[src/rtl/oup_ulpi_regctl.sv]
// oup_ulpi_regctl: ULPI PHY register read/write controller with abort, retry and timeout handling.
// Define OUP_ULPI_EXTREG_EN to enable extended (addr > 8'h3F) register access via the EXTA phase.
module oup_ulpi_regctl #(
    parameter int NXT_TIMEOUT = 255
) (
    input  logic       clk,
    input  logic       rst_n,
    input  logic       req_valid,
    output logic       req_ready,
    input  logic       req_write,
    input  logic [7:0] req_addr,
    input  logic [7:0] req_wdata,
    output logic       rsp_valid,
    output logic [7:0] rsp_rdata,
    output logic       rsp_err,
    input  logic       tx_busy,
    input  logic       ulpi_dir,
    input  logic       ulpi_nxt,
    input  logic [7:0] ulpi_data_i,
    output logic [7:0] ulpi_data_o,
    output logic       ulpi_data_oe,
    output logic       ulpi_stp
);
    localparam int CW = $clog2(NXT_TIMEOUT + 1);
`ifdef OUP_ULPI_EXTREG_EN
    localparam int AW = 8;
`else
    localparam int AW = 6;
`endif

    typedef enum logic [3:0] {
        IDLE,
        CMD,
`ifdef OUP_ULPI_EXTREG_EN
        EXTA,
`endif
        WDATA,
        STP,
        TURN1,
        RDATA,
        TURN2,
        DONE
    } state_t;

    state_t        state, state_n;
    logic [CW-1:0] cnt;
    logic          pend, wr_q, err_q, fail, drive, stp, waiting, tmo, accept;
    logic [AW-1:0] addr_q;
    logic [7:0]    wdata_q, rdata_q, data_o;
    logic [5:0]    cmd_addr;

    assign req_ready    = rst_n && state == IDLE && !pend && !ulpi_dir && !tx_busy;
    assign accept       = req_valid && req_ready;
    assign tmo          = cnt == CW'(NXT_TIMEOUT);
    assign rsp_valid    = state == DONE;
    assign rsp_err      = state == DONE && err_q;
    assign ulpi_data_o  = data_o;
    // The PHY owns the bus whenever dir is high, so oe is gated without waiting for the FSM.
    assign ulpi_data_oe = drive && !ulpi_dir;
    assign ulpi_stp     = stp;
`ifdef OUP_ULPI_EXTREG_EN
    assign cmd_addr = |addr_q[7:6] ? 6'h2F : addr_q[5:0];
`else
    assign cmd_addr = addr_q;
`endif

    always_comb begin
        state_n = state;
        fail    = 1'b0;
        drive   = 1'b0;
        stp     = 1'b0;
        waiting = 1'b0;
        data_o  = 8'h00;
        case (state)
            IDLE: begin
                if (accept) begin
`ifdef OUP_ULPI_EXTREG_EN
                    state_n = CMD;
`else
                    state_n = |req_addr[7:6] ? DONE : CMD;
                    fail    = |req_addr[7:6];
`endif
                end else if (pend && !ulpi_dir && !tx_busy) begin
                    state_n = CMD;
                end
            end
            CMD: begin
                drive   = 1'b1;
                waiting = 1'b1;
                data_o  = {1'b1, !wr_q, cmd_addr};
                if (ulpi_dir) begin
                    state_n = IDLE;
                end else if (ulpi_nxt) begin
`ifdef OUP_ULPI_EXTREG_EN
                    state_n = |addr_q[7:6] ? EXTA : wr_q ? WDATA : TURN1;
`else
                    state_n = wr_q ? WDATA : TURN1;
`endif
                end else if (tmo) begin
                    state_n = DONE;
                    fail    = 1'b1;
                end
            end
`ifdef OUP_ULPI_EXTREG_EN
            EXTA: begin
                drive   = 1'b1;
                waiting = 1'b1;
                data_o  = addr_q;
                if (ulpi_dir) begin
                    state_n = IDLE;
                end else if (ulpi_nxt) begin
                    state_n = wr_q ? WDATA : TURN1;
                end else if (tmo) begin
                    state_n = DONE;
                    fail    = 1'b1;
                end
            end
`endif
            WDATA: begin
                drive   = 1'b1;
                waiting = 1'b1;
                data_o  = wdata_q;
                if (ulpi_dir) begin
                    state_n = IDLE;
                end else if (ulpi_nxt) begin
                    state_n = STP;
                end else if (tmo) begin
                    state_n = DONE;
                    fail    = 1'b1;
                end
            end
            STP: begin
                drive   = 1'b1;
                stp     = 1'b1;
                state_n = DONE;
            end
            TURN1: begin
                waiting = 1'b1;
                if (ulpi_dir) begin
                    state_n = RDATA;
                end else if (tmo) begin
                    state_n = DONE;
                    fail    = 1'b1;
                end
            end
            // nxt here flags a PHY receive abort; the pending request is retried from IDLE.
            RDATA: state_n = ulpi_nxt ? IDLE : TURN2;
            TURN2: begin
                waiting = 1'b1;
                if (!ulpi_dir) begin
                    state_n = DONE;
                end else if (tmo) begin
                    state_n = DONE;
                    fail    = 1'b1;
                end
            end
            DONE: state_n = IDLE;
            default: state_n = IDLE;
        endcase
    end

    always_ff @(posedge clk or negedge rst_n) begin
        if (!rst_n) begin
            state     <= IDLE;
            cnt       <= '0;
            pend      <= 1'b0;
            wr_q      <= 1'b0;
            addr_q    <= '0;
            wdata_q   <= 8'h00;
            rdata_q   <= 8'h00;
            err_q     <= 1'b0;
            rsp_rdata <= 8'h00;
        end else begin
            state <= state_n;
            cnt   <= (state_n != state || !waiting) ? '0 : cnt + 1'b1;
            if (accept) begin
                pend    <= 1'b1;
                wr_q    <= req_write;
                addr_q  <= req_addr[AW-1:0];
                wdata_q <= req_wdata;
            end else if (state == DONE) begin
                pend <= 1'b0;
            end
            if (state == RDATA && !ulpi_nxt) rdata_q <= ulpi_data_i;
            if (state_n == DONE && state != DONE) begin
                err_q     <= fail;
                rsp_rdata <= (fail || wr_q) ? 8'h00 : rdata_q;
            end
        end
    end
endmodule

[config.mk]
export PLATFORM = sky130hd
export DESIGN_NAME = oup_ulpi_regctl
export DESIGN_NICKNAME = d
export VERILOG_FILES = /design/src/rtl/oup_ulpi_regctl.sv
export SDC_FILE = /design/constraint.sdc
export NUM_CORES = 1
export LEC_CHECK = 0
export ABC_AREA = 1
export CAP_MARGIN = 10
export CORE_UTILIZATION = 50
export CTS_CLUSTER_DIAMETER = 50
export DETAILED_ROUTE_END_ITERATION = 10
export PLACE_DENSITY = 0.79
export SETUP_SLACK_MARGIN = 0.3
export SYNTH_ARGS = -nofsm -noshare
export SYNTH_HDL_FRONTEND = slang
export SYNTH_SLANG_ARGS = --single-unit
[constraint.sdc]
create_clock -name clk -period 2.1 [get_ports clk]
set_input_delay 0.315 -clock clk [delete_from_list [all_inputs] [get_ports clk]]
set_output_delay 0.315 -clock clk [all_outputs]
set_load 0.01 [all_outputs]
==> After elaboration in Yosys (flattened, before gate mapping) <==
Index checks and enable logic that the tools add are counted.
{ "totals": {"register_bits": 45, "input_bits": 31, "out_inout_bits": 21, "word_cells": 74} }
{ "classes": {"addsub": 1, "n_eq_ne": 11, "muxes": 28, "n_reduce_logical": 25} }
{ "ops": {"columns": ["cell", "count"], "rows": [
  ["4-bit two-way mux", 9],
  ["4-bit one-hot mux with 7 select lines", 1],
  ["4-bit by 3-bit equality test with 1-bit output, second input constant", 5],
  ["8-bit two-way mux", 2],
  ["8-bit one-hot mux with 2 select lines", 1],
  ["1-bit logical AND", 11],
  ["1-bit two-way mux", 11],
  ["3-bit two-way mux", 3],
  ["8-bit by 1-bit adder with 8-bit output, second input constant", 1],
  ["4-bit by 2-bit equality test with 1-bit output, second input constant", 2],
  ["8-bit equality test, second input constant", 1],
  ["1-bit logical NOT", 6],
  ["4-bit by 1-bit equality test with 1-bit output, second input constant", 1],
  ["4-bit logical NOT", 1],
  ["4-bit by 3-bit != test with 1-bit output, second input constant", 1],
  ["4-bit != test", 1],
  ["1-bit one-hot mux with 4 select lines", 1],
  ["2-bit OR reduction", 2],
  ["4-bit OR reduction", 1],
  ["3-bit OR reduction", 1],
  ["1-bit logical OR", 2],
  ["2-bit nonzero test", 1]
]} }

==> Longest topological paths before layout <==
Gate-level depths: netlist of run 1.
{ "logic_depth": {"word_depth": 11, "ltp_mapped": 13, "ltp_nobuf": 13} }

==> Worst setup path after synthesis of run 1 <==
OpenSTA, ideal clock, no wires.
{ "synth_timing": {"kind": "register to register", "from": "register cnt[0]", "to": "register err_q", "setup_time_ns": 0.118, "arrival_ns": 1.530, "t_required_ns": 1.982, "path_slack_ns": 0.452, "stages_incl_launch_ff": 12, "n_path_buf": 0, "synth_period_minus_slack_ns": 1.648, "path_cell_list": "dfrtp_1 ha_1 nand2_1 nor2_2 nand2_1 nor2_1 nor2_2 nand3_2 nand2_1 clkinv_4 nand2_4 a21o_1"} }
{ "synth_via": {"elab_chain_len": 7, "elab_cells_between_ends": 17, "cone_classes": "eq/ne: 2; mux: 14; reduce/logical: 1"} }
{ "synth_lines": {"columns": ["item", "line", "text"], "rows": [
  ["from (decl)", "46", "logic [CW-1:0] cnt;"],
  ["from (signal assigned)", "175", "cnt <= (state_n != state || !waiting) ? '0 : cnt + 1'b1;"],
  ["8-bit equality test (*)", "54", "assign tmo = cnt == CW'(NXT_TIMEOUT);"],
  ["4-bit two-way mux (*)", null, null],
  ["4-bit two-way mux (on tied branches)", "125, 93", null],
  ["4-bit two-way mux (on tied branches)", "123, 91", null],
  ["4-bit one-hot mux with 7 select lines (*)", "74", "case (state)"],
  ["via state_n[1]", "45", "state_t state, state_n;"],
  ["4-bit by 3-bit equality test with 1-bit output (*)", "185", "if (state_n == DONE && state != DONE) begin"],
  ["1-bit logical AND (*)", "185", null],
  ["to (signal assigned)", "186", "err_q <= fail;"],
  ["to (decl)", "47", "logic pend, wr_q, err_q, fail, drive, stp, waiting, tmo, accept;"]
]} }
The timed path passes the listed nets; every way through them passes the cells marked *.
A chain may end at the register's enable or synchronous reset.

==> Worst setup path in the final report of run 1 <==
{ "layout_timing": {"from": "register state[3]", "to": "output port ulpi_data_o[0]"} }
{ "layout_via": {"elab_chain_len": 2, "elab_cells_between_ends": 3, "cone_classes": "eq/ne: 2; mux: 1"} }
{ "layout_lines": {"columns": ["item", "line", "text"], "rows": [
  ["from (decl)", "45", null],
  ["from (signal assigned)", "174", "state <= state_n;"],
  ["4-bit by 2-bit equality test with 1-bit output / 4-bit by 1-bit equality test with 1-bit output (equally long branches)", "74", null],
  ["8-bit one-hot mux with 2 select lines (*)", "74", null],
  ["to (decl)", "20", "output logic [7:0] ulpi_data_o,"]
]} }
Mark *: on every way between the ends. The rest lies on a longest branch, timed or not.

==> impl_metrics.yaml, run 1 <==
clocking:
  cts-hold-fix-buffers: 0
  path_clk_slew_ns: 0.09
  root_buffer: "clkbuf_8"
  clk-insertion-delay-late_ns: 0.30
  clock-sinks: 45
  cts_buffers: 5
  cts_htree_levels: 2
  cts_tree: "yes"
  clk_path_buf_depth: 2
sta:
  fin_crit_ns: 1.848
  slew_viol_final: 0
  hold_slack_ns: 0.09492
  hold_viol: 0
  tightest_slew_ns: 0.5552
  fin_skew_ns: 0.009019
  fin_setup_tns_ns: 0
  setup_viol: 0
  relSlewSlack_pct: 62.99
  max_freq_mhz: 541.2
  grt_setup_unrepaired: "true"
  finalCritPeriodShare_pct: 87.98
grt:
  grt_pass1_vias: 2173
  grt_use_total_pct: 24.50
  grt_max_degree: 46
  antenna_found_initial: 0
  grt_remaining_overflow: 0
  grt_pass1_wl_mm: 9.328
worst_setup_path:
  startpoint_type: "flip-flop"
  crit_type: "reg2out"
  crit_path_top_delay_cell: "dfrtp_1"
  worstRegToRegCells: 13
  cpPeakStageDelay_ns: 0.40
  critPathCaptureType: "output port"
  crit_chain: "buf_4, inv_2, nand2_4, nor2_4, buf_4, inv_4, o22ai_1, buf_2"
  worst_ep_required_time_ns: 1.78
  critPathMaxFanout: 7
  worst_path_most_repeated_cell: "buf_4"
  crit_arrival_ns: 1.53
logic_synthesis:
  ys_warn_count: 0
  synth_area_per_cell_sq_um: 7.797
  synth_fp_nets: 326
  netlist.area_leader.share_pct: 49.13
  synth_cells: 294
  syn_area_sq_um: 2292
  yosysSeqAreaShare_pct: 49.13
  ys_ff_latch: 45
  synth_cell_types: 28
  synth.largest_area_cell: "dfrtp_1"
  synth_area_leaders: "dfrtp_1 49%, nand2_1 11%, inv_1 6.4%"
route:
  dr.pass1.iters: 4
  via_per_inst: 5.082
  post_drt_wl_per_cell_um: 13.48
  drtIter0Drc: 84
  route.detailed.drc: 0
  ant_nets: 0
  via_count: 2165
  wl_mm: 5.742
floorplan:
  ioPinCount: 52
  die_h_um: 69.71
  coreArea_sq_um: 4384
  rows: 24
  die_w_um: 69.71
  initial_core_util_pct: 52.28
  die-area_sq_um: 4859
power:
  leakagePower_nw: 1.751
  vdd_ir_drop_max_mv: 0.5719
  powerDensity_nw_per_um2: 683.6
placement:
  hpwl_mm: 3.990
  io_buffers: 51
  place.gp.congestion: 0.9266
min_path:
  hp-class: "in2async"
final_layout:
  regArea_sq_um: 1126
  antenna_cells: 0
  areaGrowthSynthToFinish_pct: 43.72
  multi_input_area_sq_um: 1167
  drive_gt1_share_pct: 28.34
  fillers: 327
  fin_nets: 405
job:
  cap_violations: 0
outcome:
  outcome: "finished clean"
==> worst paths after layout <==
| check | endpoint | startpoint | slack [ns] |
|---|---|---|---|
| worst max-delay path | ulpi_data_o[0] | state[3] | 0.25 |
| worst min register to register | rsp_rdata[3] | rsp_rdata[3] | 0.49 |
| worst min-delay path | pend | rst_n | 0.09 |
| worst max register to register | cnt[7] | state[3] | 0.26 |
| max in group asynchronous | state[2] | rst_n | 1.61 |
| min in group clk | rsp_rdata[3] | rsp_rdata[3] | 0.49 |
==> power by group <==
part / internal (W) / switching [W] / leakage [nW]
registers: 0.00100 / 0.0000540 / 0.535
logic: 0.000265 / 0.000374 / 1.16
clock network: 0.000267 / 0.000291 / 0.0512
total: 0.00153 / 0.000720 / 1.75
==> timing repair <==
| action | CTS | global route |
|---|---|---|
| endpoints found under the setup margin | 30 | 31 |
| gates cloned | 1 | 0 |
| pin swaps | 8 | 16 |
| setup buffers | 8 | 5 |
| resized for setup | 60 | 50 |
==> cells in the final DEF (no fill, tap or decap), types with 9 or more instances in the layout <==
| master | synthesis | final |
|---|---|---|
| nand3_1 | 21 | 20 |
| o21ai_0 | 19 | 16 |
| nand2_1 | 69 | 56 |
| dfrtp_1 | 45 | 45 |
| nor2_1 | 37 | 27 |
| buf_4 | 0 | 20 |
| nand2_4 | 2 | 12 |
| inv_1 | 39 | 35 |
| a21oi_1 | 10 | 9 |
| buf_2 | 0 | 10 |
| nor2_2 | 6 | 10 |
| clkdlybuf4s50_1 | 0 | 37 |
==> synth_stat cells, drive strengths merged <==
| master | n |
|---|---|
| nand3 | 24 |
| clkinv | 1 |
| nand4 | 6 |
| and3 | 1 |
| a21o | 1 |
| xor2 | 3 |
| a21oi | 11 |
| clkbuf | 4 |
| o22ai | 7 |
| nand2 | 75 |
| xnor2 | 3 |
| nor2 | 44 |
| o21ai | 19 |
| a31oi | 1 |
| dfrtp | 45 |
| conb | 1 |
| inv | 44 |
| buf | 1 |
| or2 | 1 |
| nor4 | 1 |
| ha | 1 |
==> registers in the layout, summed over array words and instances, names as in the netlist <==
name       count
state          4
addr_q         6
rdata_q        8
pend           1
cnt            8
wdata_q        8
wr_q           1
rsp_rdata      8
err_q          1
==> worst max-delay path: cells and delay by family (launching register included) <==
| kind | cells | cell delay (ns) |
|---|---|---|
| AOI/OAI and AO/OA | 1 | 0.10 |
| buffers and inverters | 5 | 0.56 |
| and+or+nand+nor | 2 | 0.18 |
| DFF | 1 | 0.40 |
==> area by class of cell <==
cell class | instances | share of cell area, %
Tap cell | 52 | 1.975
Inverter | 45 | 5.431
Sequential cell | 45 | 34.18
Clock inverter | 2 | 0.4178
Multi-Input combinational cell | 199 | 35.43
Timing Repair inverter | 1 | 0.1519
Clock buffer | 6 | 2.507
Timing Repair Buffer | 76 | 19.90
==> metal layers <==
layer	share of wire [%]	vias to the layer above	track usage, %
met2	53	50	41.75
li1	-	1088	-
met3	3.9	12	5.523
met5	0	-	0
met4	1.7	0	10.67
met1	41	1015	29.80
==> cell families after synthesis <==
| family | count (synthesis) | share of synthesized area (%) |
|---|---|---|
| adders and majority gates | 1 | 0.5458 |
| DFF | 45 | 49.13 |
| other | 1 | 0.1636 |
| buffers and inverters | 50 | 8.734 |
| and+or+nand+nor | 152 | 29.91 |
| xor gates and xnor gates | 6 | 2.293 |
| AOI/OAI and AO/OA | 39 | 9.225 |
==> metrics by stage <==
step	instance area (sq um)	cells	util [%]	total power [W]	worst slack [ns]
after floorplan	2292	294	-	0.001366	0.4522
after global placement	2927	404	66.75	0.001572	0.1183
after detailed placement	2927	404	66.75	0.001589	0.09272
after CTS	3104	421	70.80	0.002167	0.2146
after global routing	3294	426	75.14	0.002387	0.1419
final	3294	426	75.14	0.002252	0.2523
No activity file was read; power rests on OpenSTA's default activity.
==> run 2: changes to the inputs <==
Settings changed: CTS_CLUSTER_SIZE set to 8.
==> results of run 2 <==
Final layout, timing and power as in run 1 (identical DEF).
==> run 3: changes to the inputs <==
Settings changed: MAX_ROUTING_LAYER set to met4.
==> run 3 against run 2 <==
  * Worst setup slack improved by 0.016 ns
  * Wire length rose by 10%
  * Critical path depth up 6
  * Via count is 3.9% higher
  * Worst hold slack better by 0.013 ns
  * Clock-buffer cell count unchanged
  * Flip-flop and latch count stayed put
  * Cell count increased by 1.4%
==> impl_metrics.yaml, run 3 (synthesis results as in run 1) <==
worst_setup_path:
  endpoint: "rsp_rdata[1]"
  crit_path_top_delay_cell: "dfrtp_1"
  r2r-end: "rsp_rdata[1]"
  critPathMaxFanout: 8
  startpoint_type: "flip-flop"
  critPathCaptureType: "flip-flop"
  worst_ep_required_time_ns: 2.34
  worstRegToRegCells: 14
  critPathLaunch: "state[0]"
  cpPeakStageDelay_ns: 0.42
  crit_arrival_ns: 2.07
  crit_type: "reg2reg"
  crit_chain: "buf_6, inv_4, buf_6, nand2_8, nand2_1, nor2_1, nand3_1, o21ai_1, nand2_1, nand4_1, buf_6, nor2_2, nand3_1, nand2_1"
  r2r_start: "state[0]"
  r2r_setup_slack_ns: 0.27
grt:
  grtUsageMet1_pct: 28.60
  grt_pass1_vias: 2107
  use_met3_pct: 5.523
  grt_remaining_overflow: 0
  grt_use_total_pct: 24.07
  grt_max_degree: 46
  globalRouteMet2Util_pct: 40.35
  antenna_found_initial: 0
  top_usage_layer: "met2"
  grt_pass1_wl_mm: 8.976
clocking:
  clk_path_buf_depth: 2
  cts_buffers: 5
  clk-insertion-delay-late_ns: 0.30
  root_buffer: "clkbuf_8"
  cts_tree: "yes"
  clock-sinks: 45
  path_clk_slew_ns: 0.08
  cts_htree_levels: 2
power:
  pwr-share-comb_pct: 29.5
  vdd_ir_drop_max_mv: 0.5121
  pwr-share-seq_pct: 43.6
  p_int_w: 0.001662
  leakagePower_nw: 1.774
  power.switching_w: 0.0007542
  powerDensity_nw_per_um2: 698.0
  p_sw_share_pct: 31.21
  clock_power_share_pct: 26.9
placement:
  place.gp.congestion: 0.9437
  io_buffers: 51
  hpwl_mm: 3.881
min_path:
  hp-class: "in2async"
final_layout:
  final_cell_mix: "54 x nand2_1, 44 x dfrtp_1, 36 x clkdlybuf4s50_1"
  fin_nets: 411
  post-route-util_pct: 78.97
  drive_gt1_share_pct: 31.84
  antenna_cells: 0
  areaGrowthSynthToFinish_pct: 51.04
  layout_commonest_cell: "nand2_1"
  fillers: 291
sta:
  grt_setup_unrepaired: "true"
  fin_setup_tns_ns: 0
  setup_viol: 0
  tightest_slew_ns: 0.5630
  relSlewSlack_pct: 62.47
  fin_skew_ns: 0.005297
  fin_crit_ns: 1.831
  max_freq_mhz: 546.0
  slew_viol_final: 0
  finalCritPeriodShare_pct: 87.21
  hold_viol: 0
floorplan:
  ioPinCount: 52
  die_w_um: 69.71
  initial_core_util_pct: 52.28
  die-area_sq_um: 4859
  die_h_um: 69.71
  coreArea_sq_um: 4384
  rows: 24
route:
  dr.pass1.iters: 6
  drtIter0Drc: 110
  ant_nets: 0
  route.detailed.drc: 0
  wl_mm: 6.343
  via_per_inst: 5.206
  post_drt_wl_per_cell_um: 14.68
  via_count: 2249
job:
  cap_violations: 0
outcome:
  outcome: "finished clean"
## run 3: power groups by stage
stage | clock network [W] | registers, W | logic (W)
6_report | 0.000650 | 0.00105 | 0.000713
5_1_grt | 0.000697 | 0.00106 | 0.000776
4_1_cts | 0.000665 | 0.00105 | 0.000551
3_5_place_dp | 0 | 0.00107 | 0.000516
3_3_place_gp | 0 | 0.00106 | 0.000510
2_1_floorplan | 0 | 0.00105 | 0.000313
## run 3: layout make-up
type / instances / area, sq um / area share, %
Inverter: 45 / 183.9 / 5.313
Clock inverter: 2 / 38.79 / 1.120
Sequential cell: 45 / 1127 / 32.56
Tap cell: 52 / 65.06 / 1.879
Clock buffer: 6 / 72.57 / 2.096
Multi-Input combinational cell: 199 / 1225 / 35.38
Timing Repair Buffer: 83 / 749.5 / 21.65
## run 3: worst min path at each step
| stage | to | slack (ns) | cells after the start |
|---|---|---|---|
| after floorplan | addr_q[0] | 0.02 | 0 |
| after global placement | cnt[4] | 0.45 | 2 |
| after detailed placement | pend | 0.46 | 2 |
| after CTS | rdata_q[7] | 0.13 | 2 |
| after global routing | wdata_q[3] | 0.17 | 2 |
| final | pend | 0.11 | 2 |
## run 3: timing repair
action	4_1_cts	5_1_grt
setup buffers	11	9
setup endpoints to repair	30	29
gates cloned	0	0
gates resized for setup	58	72
pin swaps	6	25
hold buffers	0	0
## run 3: per-stage QoR
stage          hold WS, ns  area (sq um)  total power [W]  worst slack [ns]  instances
2_1_floorplan      0.01941          2292         0.001366            0.4522        294
3_3_place_gp        0.4471          2927         0.001573            0.1151        404
3_5_place_dp        0.4561          2927         0.001585           0.07325        404
4_1_cts             0.1315          3127         0.002265            0.1863        423
5_1_grt             0.1674          3462         0.002537            0.1624        432
6_report            0.1083          3462         0.002417            0.2686        432
## run 3: layer usage
| metal | share of wire, % | wire, um |
|---|---|---|
| met5 | 0 | 0 |
| met2 | 52 | 3280 |
| met4 | 3.6 | 229 |
| met3 | 4.4 | 279 |
| met1 | 40 | 2553 |
## run 3: critical path, delay by kind of cell, from the launching register on
| family | cells | cell delay, ns |
|---|---|---|
| compound gates | 1 | 0.07 |
| buf+inv | 4 | 0.47 |
| flops | 1 | 0.42 |
| simple gates | 9 | 0.80 |
